<file path="src/rtl/uart_imem_loader_if.sv">
// Instruction-memory write port driven by the UART boot loader.
// The loader drives it through the master modport and the imem consumes it through slave.
interface uart_imem_loader_if #(
   parameter int ADDR_BITS = 9
);
   logic [ADDR_BITS-1:0] imem_write_address;
   logic [31:0]          imem_write_data;
   logic                 imem_write_enable;

   modport master (
      output imem_write_address,
      output imem_write_data,
      output imem_write_enable
   );

   modport slave (
      input imem_write_address,
      input imem_write_data,
      input imem_write_enable
   );
endinterface

</file>
<file path="src/rtl/uart_imem_loader.sv">
// UART (8N1) boot loader: A5, LEN_LO, LEN_HI, N little-endian words -> imem writes; holds the core meanwhile.
// Define UART_IMEM_LOADER_CHECKSUM_EN to expect a trailing mod-256 data checksum byte.
module uart_imem_loader #(
   parameter int CLOCK_HZ  = 27000000,
   parameter int BAUD      = 115200,
   parameter int ADDR_BITS = 9
) (
   input  logic               clock,
   input  logic               resetn,
   input  logic               uart_rx,
   uart_imem_loader_if.master imem,
   output logic               core_hold,
   output logic               load_done,
   output logic               load_error
);
   localparam int          DIV       = (CLOCK_HZ + BAUD / 2) / BAUD;
   localparam int          HALF      = DIV / 2;
   localparam int          CW        = $clog2(DIV + 1);
   localparam logic [32:0] MAX_WORDS = 33'd1 << ADDR_BITS;
   localparam logic [7:0]  SYNC      = 8'hA5;

   typedef enum logic [1:0] {RX_IDLE, RX_START, RX_DATA, RX_STOP} rx_state_t;
   typedef enum logic [2:0] {S_IDLE, S_LEN_LO, S_LEN_HI, S_DATA, S_CSUM, S_DONE, S_ERROR} state_t;

   rx_state_t      rx_state, rx_state_n;
   logic           rx_meta, rx_sync;
   logic [CW-1:0]  rx_cnt, rx_cnt_n;
   logic [2:0]     rx_bit, rx_bit_n;
   logic [7:0]     rx_shift, rx_shift_n;
   logic           byte_valid, frame_err;

   always_ff @(posedge clock or negedge resetn) begin
      if (!resetn) begin
         rx_meta  <= 1'b1;
         rx_sync  <= 1'b1;
         rx_state <= RX_IDLE;
         rx_cnt   <= '0;
         rx_bit   <= '0;
         rx_shift <= '0;
      end else begin
         // NOTE: registers use non-blocking assignments so every flop samples pre-edge values.
         rx_meta  <= uart_rx;
         rx_sync  <= rx_meta;
         rx_state <= rx_state_n;
         rx_cnt   <= rx_cnt_n;
         rx_bit   <= rx_bit_n;
         rx_shift <= rx_shift_n;
      end
   end

   always_comb begin
      // NOTE: every output of a combinational block is defaulted first so no latch is inferred.
      rx_state_n = rx_state;
      rx_cnt_n   = rx_cnt;
      rx_bit_n   = rx_bit;
      rx_shift_n = rx_shift;
      byte_valid = 1'b0;
      frame_err  = 1'b0;
      case (rx_state)
         RX_IDLE: begin
            if (!rx_sync) begin
               rx_state_n = RX_START;
               rx_cnt_n   = '0;
            end
         end
         RX_START: begin
            if (rx_cnt == CW'(HALF - 1)) begin
               rx_cnt_n = '0;
               rx_bit_n = '0;
               // A line already back high at mid-start was only a glitch.
               rx_state_n = rx_sync ? RX_IDLE : RX_DATA;
            end else begin
               rx_cnt_n = rx_cnt + CW'(1);
            end
         end
         RX_DATA: begin
            if (rx_cnt == CW'(DIV - 1)) begin
               rx_cnt_n   = '0;
               rx_shift_n = {rx_sync, rx_shift[7:1]};
               rx_bit_n   = rx_bit + 3'd1;
               if (rx_bit == 3'd7) rx_state_n = RX_STOP;
            end else begin
               rx_cnt_n = rx_cnt + CW'(1);
            end
         end
         RX_STOP: begin
            if (rx_cnt == CW'(DIV - 1)) begin
               rx_cnt_n   = '0;
               rx_state_n = RX_IDLE;
               byte_valid = rx_sync;
               frame_err  = !rx_sync;
            end else begin
               rx_cnt_n = rx_cnt + CW'(1);
            end
         end
         default: rx_state_n = RX_IDLE;
      endcase
   end

   state_t               state, state_n;
   logic [7:0]           len_lo, len_lo_n;
   logic [15:0]          remaining, remaining_n;
   logic [1:0]           byte_idx, byte_idx_n;
   logic [23:0]          word, word_n;
   logic [ADDR_BITS-1:0] addr, addr_n;
   logic [31:0]          wdata, wdata_n;
   logic                 we, we_n;
   logic                 hold, hold_n;
   logic                 done, done_n;
   logic                 err, err_n;
   logic [15:0]          len_word;
`ifdef UART_IMEM_LOADER_CHECKSUM_EN
   logic [7:0]           csum, csum_n;
`endif

   assign len_word = {rx_shift, len_lo};

   always_ff @(posedge clock or negedge resetn) begin
      if (!resetn) begin
         state     <= S_IDLE;
         len_lo    <= '0;
         remaining <= '0;
         byte_idx  <= '0;
         word      <= '0;
         addr      <= '0;
         wdata     <= '0;
         we        <= 1'b0;
         hold      <= 1'b1;
         done      <= 1'b0;
         err       <= 1'b0;
`ifdef UART_IMEM_LOADER_CHECKSUM_EN
         csum      <= '0;
`endif
      end else begin
         state     <= state_n;
         len_lo    <= len_lo_n;
         remaining <= remaining_n;
         byte_idx  <= byte_idx_n;
         word      <= word_n;
         addr      <= addr_n;
         wdata     <= wdata_n;
         we        <= we_n;
         hold      <= hold_n;
         done      <= done_n;
         err       <= err_n;
`ifdef UART_IMEM_LOADER_CHECKSUM_EN
         csum      <= csum_n;
`endif
      end
   end

   always_comb begin
      state_n     = state;
      len_lo_n    = len_lo;
      remaining_n = remaining;
      byte_idx_n  = byte_idx;
      word_n      = word;
      addr_n      = addr;
      wdata_n     = wdata;
      we_n        = 1'b0;
      hold_n      = hold;
      done_n      = done;
      err_n       = err;
`ifdef UART_IMEM_LOADER_CHECKSUM_EN
      csum_n      = csum;
`endif

      // Advance the address after the strobe, but never past the last word of the frame.
      if (we && remaining != '0) addr_n = addr + ADDR_BITS'(1);
`ifndef UART_IMEM_LOADER_CHECKSUM_EN
      // Without a checksum, release the core one cycle after the final write strobe.
      if (we && remaining == '0 && state == S_DATA) begin
         state_n = S_DONE;
         hold_n  = 1'b0;
         done_n  = 1'b1;
      end
`endif

      if (frame_err) begin
         if (state inside {S_LEN_LO, S_LEN_HI, S_DATA, S_CSUM}) begin
            state_n = S_ERROR;
            err_n   = 1'b1;
            done_n  = 1'b0;
            hold_n  = 1'b1;
         end
      end else if (byte_valid) begin
         case (state)
            S_IDLE, S_DONE, S_ERROR: begin
               if (rx_shift == SYNC) begin
                  state_n    = S_LEN_LO;
                  hold_n     = 1'b1;
                  done_n     = 1'b0;
                  err_n      = 1'b0;
                  addr_n     = '0;
                  byte_idx_n = '0;
`ifdef UART_IMEM_LOADER_CHECKSUM_EN
                  csum_n     = '0;
`endif
               end
            end
            S_LEN_LO: begin
               len_lo_n = rx_shift;
               state_n  = S_LEN_HI;
            end
            S_LEN_HI: begin
               if (33'(len_word) > MAX_WORDS) begin
                  state_n = S_ERROR;
                  err_n   = 1'b1;
                  hold_n  = 1'b1;
               end else if (len_word == 16'd0) begin
`ifdef UART_IMEM_LOADER_CHECKSUM_EN
                  state_n = S_CSUM;
`else
                  state_n = S_DONE;
                  hold_n  = 1'b0;
                  done_n  = 1'b1;
`endif
               end else begin
                  remaining_n = len_word;
                  byte_idx_n  = '0;
                  state_n     = S_DATA;
               end
            end
            S_DATA: begin
               byte_idx_n = byte_idx + 2'd1;
               word_n     = {rx_shift, word[23:8]};
`ifdef UART_IMEM_LOADER_CHECKSUM_EN
               csum_n     = csum + rx_shift;
`endif
               if (byte_idx == 2'd3) begin
                  wdata_n     = {rx_shift, word};
                  we_n        = 1'b1;
                  remaining_n = remaining - 16'd1;
`ifdef UART_IMEM_LOADER_CHECKSUM_EN
                  if (remaining == 16'd1) state_n = S_CSUM;
`endif
               end
            end
`ifdef UART_IMEM_LOADER_CHECKSUM_EN
            S_CSUM: begin
               if (rx_shift == csum) begin
                  state_n = S_DONE;
                  hold_n  = 1'b0;
                  done_n  = 1'b1;
               end else begin
                  state_n = S_ERROR;
                  err_n   = 1'b1;
                  hold_n  = 1'b1;
               end
            end
`endif
            default: state_n = S_IDLE;
         endcase
      end
   end

   assign imem.imem_write_address = addr;
   assign imem.imem_write_data    = wdata;
   assign imem.imem_write_enable  = we;
   assign core_hold               = hold;
   assign load_done               = done;
   assign load_error              = err;
endmodule
</file>
<file path="src/flat_wrapper.sv">
// flat-port wrapper written by rule: the top's interface ports become plain ports
module uart_imem_loader_flat 
#(
   parameter int CLOCK_HZ  = 27000000,
   parameter int BAUD      = 115200,
   parameter int ADDR_BITS = 9
)
  (clock, resetn, uart_rx, core_hold, load_done, load_error, imem_imem_write_address, imem_imem_write_data, imem_imem_write_enable);
  uart_imem_loader_if #(.ADDR_BITS(ADDR_BITS)) imem_i ();
  input  logic clock;
  input  logic resetn;
  input  logic uart_rx;
  output logic core_hold;
  output logic load_done;
  output logic load_error;
  output wire logic [$bits(imem_i.imem_write_address)-1:0] imem_imem_write_address;
  output wire logic [$bits(imem_i.imem_write_data)-1:0] imem_imem_write_data;
  output wire logic [$bits(imem_i.imem_write_enable)-1:0] imem_imem_write_enable;
  assign imem_imem_write_address = imem_i.imem_write_address;
  assign imem_imem_write_data = imem_i.imem_write_data;
  assign imem_imem_write_enable = imem_i.imem_write_enable;
  uart_imem_loader #(.CLOCK_HZ(CLOCK_HZ), .BAUD(BAUD), .ADDR_BITS(ADDR_BITS)) u_core (.clock(clock), .resetn(resetn), .uart_rx(uart_rx), .imem(imem_i), .core_hold(core_hold), .load_done(load_done), .load_error(load_error));
endmodule
</file>
<file path="config.mk">
export PLATFORM = sky130hd
export DESIGN_NAME = uart_imem_loader_flat
export DESIGN_NICKNAME = d
export VERILOG_FILES = /design/src/rtl/uart_imem_loader_if.sv /design/src/rtl/uart_imem_loader.sv /design/src/flat_wrapper.sv
export SDC_FILE = /design/constraint.sdc
export NUM_CORES = 1
export LEC_CHECK = 0
export CORE_ASPECT_RATIO = 1.4
export CORE_UTILIZATION = 45
export DETAILED_ROUTE_END_ITERATION = 8
export MAX_ROUTING_LAYER = met4
export PLACE_DENSITY_LB_ADDON = 0.08
export SLEW_MARGIN = 20
export SYNTH_ARGS = -nofsm -noshare
export SYNTH_HDL_FRONTEND = slang
export SYNTH_SLANG_ARGS = --single-unit
</file>
<file path="constraint.sdc">
create_clock -name clock -period 3.16 [get_ports clock]
set_clock_uncertainty 0.05 [all_clocks]
set_input_delay 0.316 -clock clock [delete_from_list [all_inputs] [get_ports clock]]
set_output_delay 0.316 -clock clock [all_outputs]
set_load 0.02 [all_outputs]
</file>
==> results.toml <==
[run_status]
status = "finished, final reports clean"

[yosys]
seq_area_frac_synth_pct = 51.2
yosys_warnings = 0
synth-adder-area-share_pct = 1.90
synth_compound_gate_area_share_pct = 12.3
synthDistinctLibCells = 67
synth_xor_area_share_pct = 1.48
synth_top_family_by_area = "simple AND/OR/NAND/NOR gates"
netlist_area_um2 = 5920
synthFlopType = "dfrtp_1"
syn_inst = 583
synth-edff-count = 0
synthArstFlopShare_pct = 100
ys_seq_elements = 121
synth_area_per_cell_um2 = 10.1
synth_mux_area_share_pct = 9.98
postSynthNetCount = 595
yosys.area_share.simple_pct = 19.7

[power_and_ir_drop]
powerDensity_nw_per_um2 = 483
ir_worst_vdd_mv = 0.318
leakagePower_uw = 0.00331

[die]
ios = 48
chipHeight_um = 138
core-area_um2 = 12800
rows = 49
initial_core_util_pct = 46.2
die_w_um = 98.9
die_area_um2 = 13600

[sta]
maxSlewViolCount = 0
period_minus_slack_ps = 2430
slew_headroom_pct = 46.0
timing.hold.ws_ps = 266
fmax_mhz = 411
period_share_pct = 77.0
rsz0062_at_grt = "false"
setup_viol = 0
finalWorstSetupSlack_ps = 727
hold_violations = 0
tightest_slew_ps = 810
tns_ps = 0

[worst_setup_path]
crit_path_end_kind = "flip-flop"
cp_data_arrival_time_ps = 2680
cp-start-kind = "flip-flop"
cp_max_fo = 15
r2r_cells = 7
cp.required_ps = 3400
ff2ff_setup_slack_ps = 730
reg2reg_from = "u_core.rx_cnt[0]"
critPathKind = "flip-flop to flip-flop"

[layout]
drive_gt1_share_pct = 18.2
diodes = 0
nets = 647
area_growth_syn_to_layout_pct = 20.1
utilization_pct = 55.4
finalInstanceArea_um2 = 7100

[clock_network]
cts.sinks = 121
clkTransAtPathRegs_ps = 60
numCtsBuffers = 17
clock_latency_ps = 410
cts.path.max_buffers = 2
cts-root-buf = "clkbuf_16"
htreeDepth = 4
cts_tree = "done"

[hold_path]
worstHoldPathCells = 1
whs_endpoint = "u_core.rx_meta"
hp-start = "uart_rx"
min_path_type = "input pin to flip-flop"

[global_route]
grt_max_degree = 64
globalRouteTotalUtil_pct = 22.4
grt_antenna_before_repair = 0
grt_pass1_wl_um = 22800
grt_overflow = 0
grt_pass1_vias = 4557

[drt]
drc = 0
totalWireLength_um = 13500
ant_nets = 0
via_per_inst = 5.63
vias = 4502
dr.pass1.iters = 4
wl_per_cell_um = 16.9
drt_iter0_drc = 248

[place]
place_area_um2 = 6530
io_buffers = 47
dp_slack_ps = 735
place.gp.congestion = 0.878
dp_hpwl_um = 9400

[flow_run]
cap_violations = 0
worst max-delay path, stage by stage, from the launching register on:
cell and delay [ps]:
dfrtp_1 410, inv_1 110, ha_1 160, nand4_1 90, or4b_1 540, a31oi_2 560
nand2_1 120, mux2_2 290
kinds of logic (layout without fill, tap and decap cells):
family | count (synthesis) | after routing
AO/OA/AOI/OAI | 115 | 115
buffers and inverters | 40 | 104
XOR/XNOR | 10 | 10
flip-flops | 121 | 121
AND/OR/NAND/NOR | 235 | 235
multiplexers | 53 | 53
adder cells (fa/ha/maj) | 9 | 9
metrics by stage:
step / cells / power [uW]
after detailed placement: 768 / 1620
after CTS: 800 / 3470
final: 800 / 3430
after global routing: 800 / 3540
after floorplan: 583 / 1590
after global placement: 768 / 1620
layout make-up:
type                    instances  area [um2]
well taps                     153         191
clock buffers                  19         453
clock inverters                12         115
repair buffers                 59         573
flip-flops and latches        121        3030
fillers                      1152        5710
multi-input cells             422        2690
inverters                      14        52.6
placed cells by master (no fill, tap or decap), types with 6 or more instances in the layout:
master | synthesis | layout
and3_1 | 6 | 6
a21oi_1 | 25 | 25
o21ai_0 | 42 | 42
nand4_1 | 6 | 6
buf_4 | 7 | 11
nor3_1 | 11 | 11
a31oi_1 | 8 | 8
nand3_1 | 11 | 11
nor2_1 | 47 | 47
mux2_2 | 48 | 48
inv_1 | 13 | 13
nand2_1 | 103 | 103
dfrtp_1 | 118 | 118
clkbuf_16 | 0 | 17
clkdlybuf4s50_1 | 0 | 46
xor2_1 | 6 | 6
ha_1 | 9 | 9
synth_stat cells (6+ instances only):
| library cell | number | share of area [%] |
|---|---|---|
| dfrtp_1 | 118 | 50 |
| nand2_1 | 103 | 6.5 |
| mux2_2 | 48 | 9.1 |
| nor2_1 | 47 | 3.0 |
| o21ai_0 | 42 | 3.6 |
| a21oi_1 | 25 | 2.1 |
| inv_1 | 13 | 0.82 |
| clkbuf_1 | 12 | 0.76 |
| nand3_1 | 11 | 0.93 |
| nor3_1 | 11 | 0.93 |
| ha_1 | 9 | 1.9 |
| a31oi_1 | 8 | 0.85 |
| buf_4 | 7 | 0.89 |
| and3_1 | 6 | 0.63 |
| nand4_1 | 6 | 0.63 |
| xor2_1 | 6 | 0.89 |
where the power goes:
| group | leakage [uW] | switching [uW] | internal (uW) |
|---|---|---|---|
| Sequential | 0.00167 | 3.26 | 1550 |
| Clock | 0.000273 | 710 | 1130 |
| Combinational | 0.00138 | 32.0 | 6.93 |
sequential cells by signal, indices dropped and copies added (netlist names), 2 cells and up, named ones only:
| name | count |
|---|---|
| u_core.imem.imem_write_data | 32 |
| u_core.word | 24 |
| u_core.remaining | 16 |
| u_core.imem.imem_write_address | 9 |
| u_core.len_lo | 8 |
| u_core.rx_cnt | 8 |
| u_core.rx_shift | 8 |
| u_core.rx_bit | 3 |
| u_core.state | 3 |
| u_core.byte_idx | 2 |
how the worst max path moves through the flow:
stage | startpoint | to | slack [ps]
6_report | u_core.rx_cnt[0] | flip-flop | 730
5_1_grt | u_core.rx_cnt[1] | u_core.byte_idx[0] | 550
4_1_cts | u_core.rx_cnt[0] | flip-flop | 720
3_5_place_dp | u_core.rx_cnt[0] | flip-flop | 740
3_3_place_gp | u_core.rx_cnt[1] | u_core.word[17] | 720
2_1_floorplan | u_core.rx_cnt[0] | u_core.rx_cnt[4] | 1090
timing repair:
action / CTS / global route
hold buffers: 1 / 0
setup buffers: 0 / 0
gates resized for setup: 0 / 0
hold endpoints to repair: 55 / 0
per-layer routing:
metal  global-route usage (%)  routed length, um  vias up
li1                         -                  -     2179
met1                     25.4               5770     2222
met2                     39.2               7130       80
met3                     4.16                319       21
met4                     8.62                287        0
met5                        -                  0        -
Power figures use the tool's default switching activity.
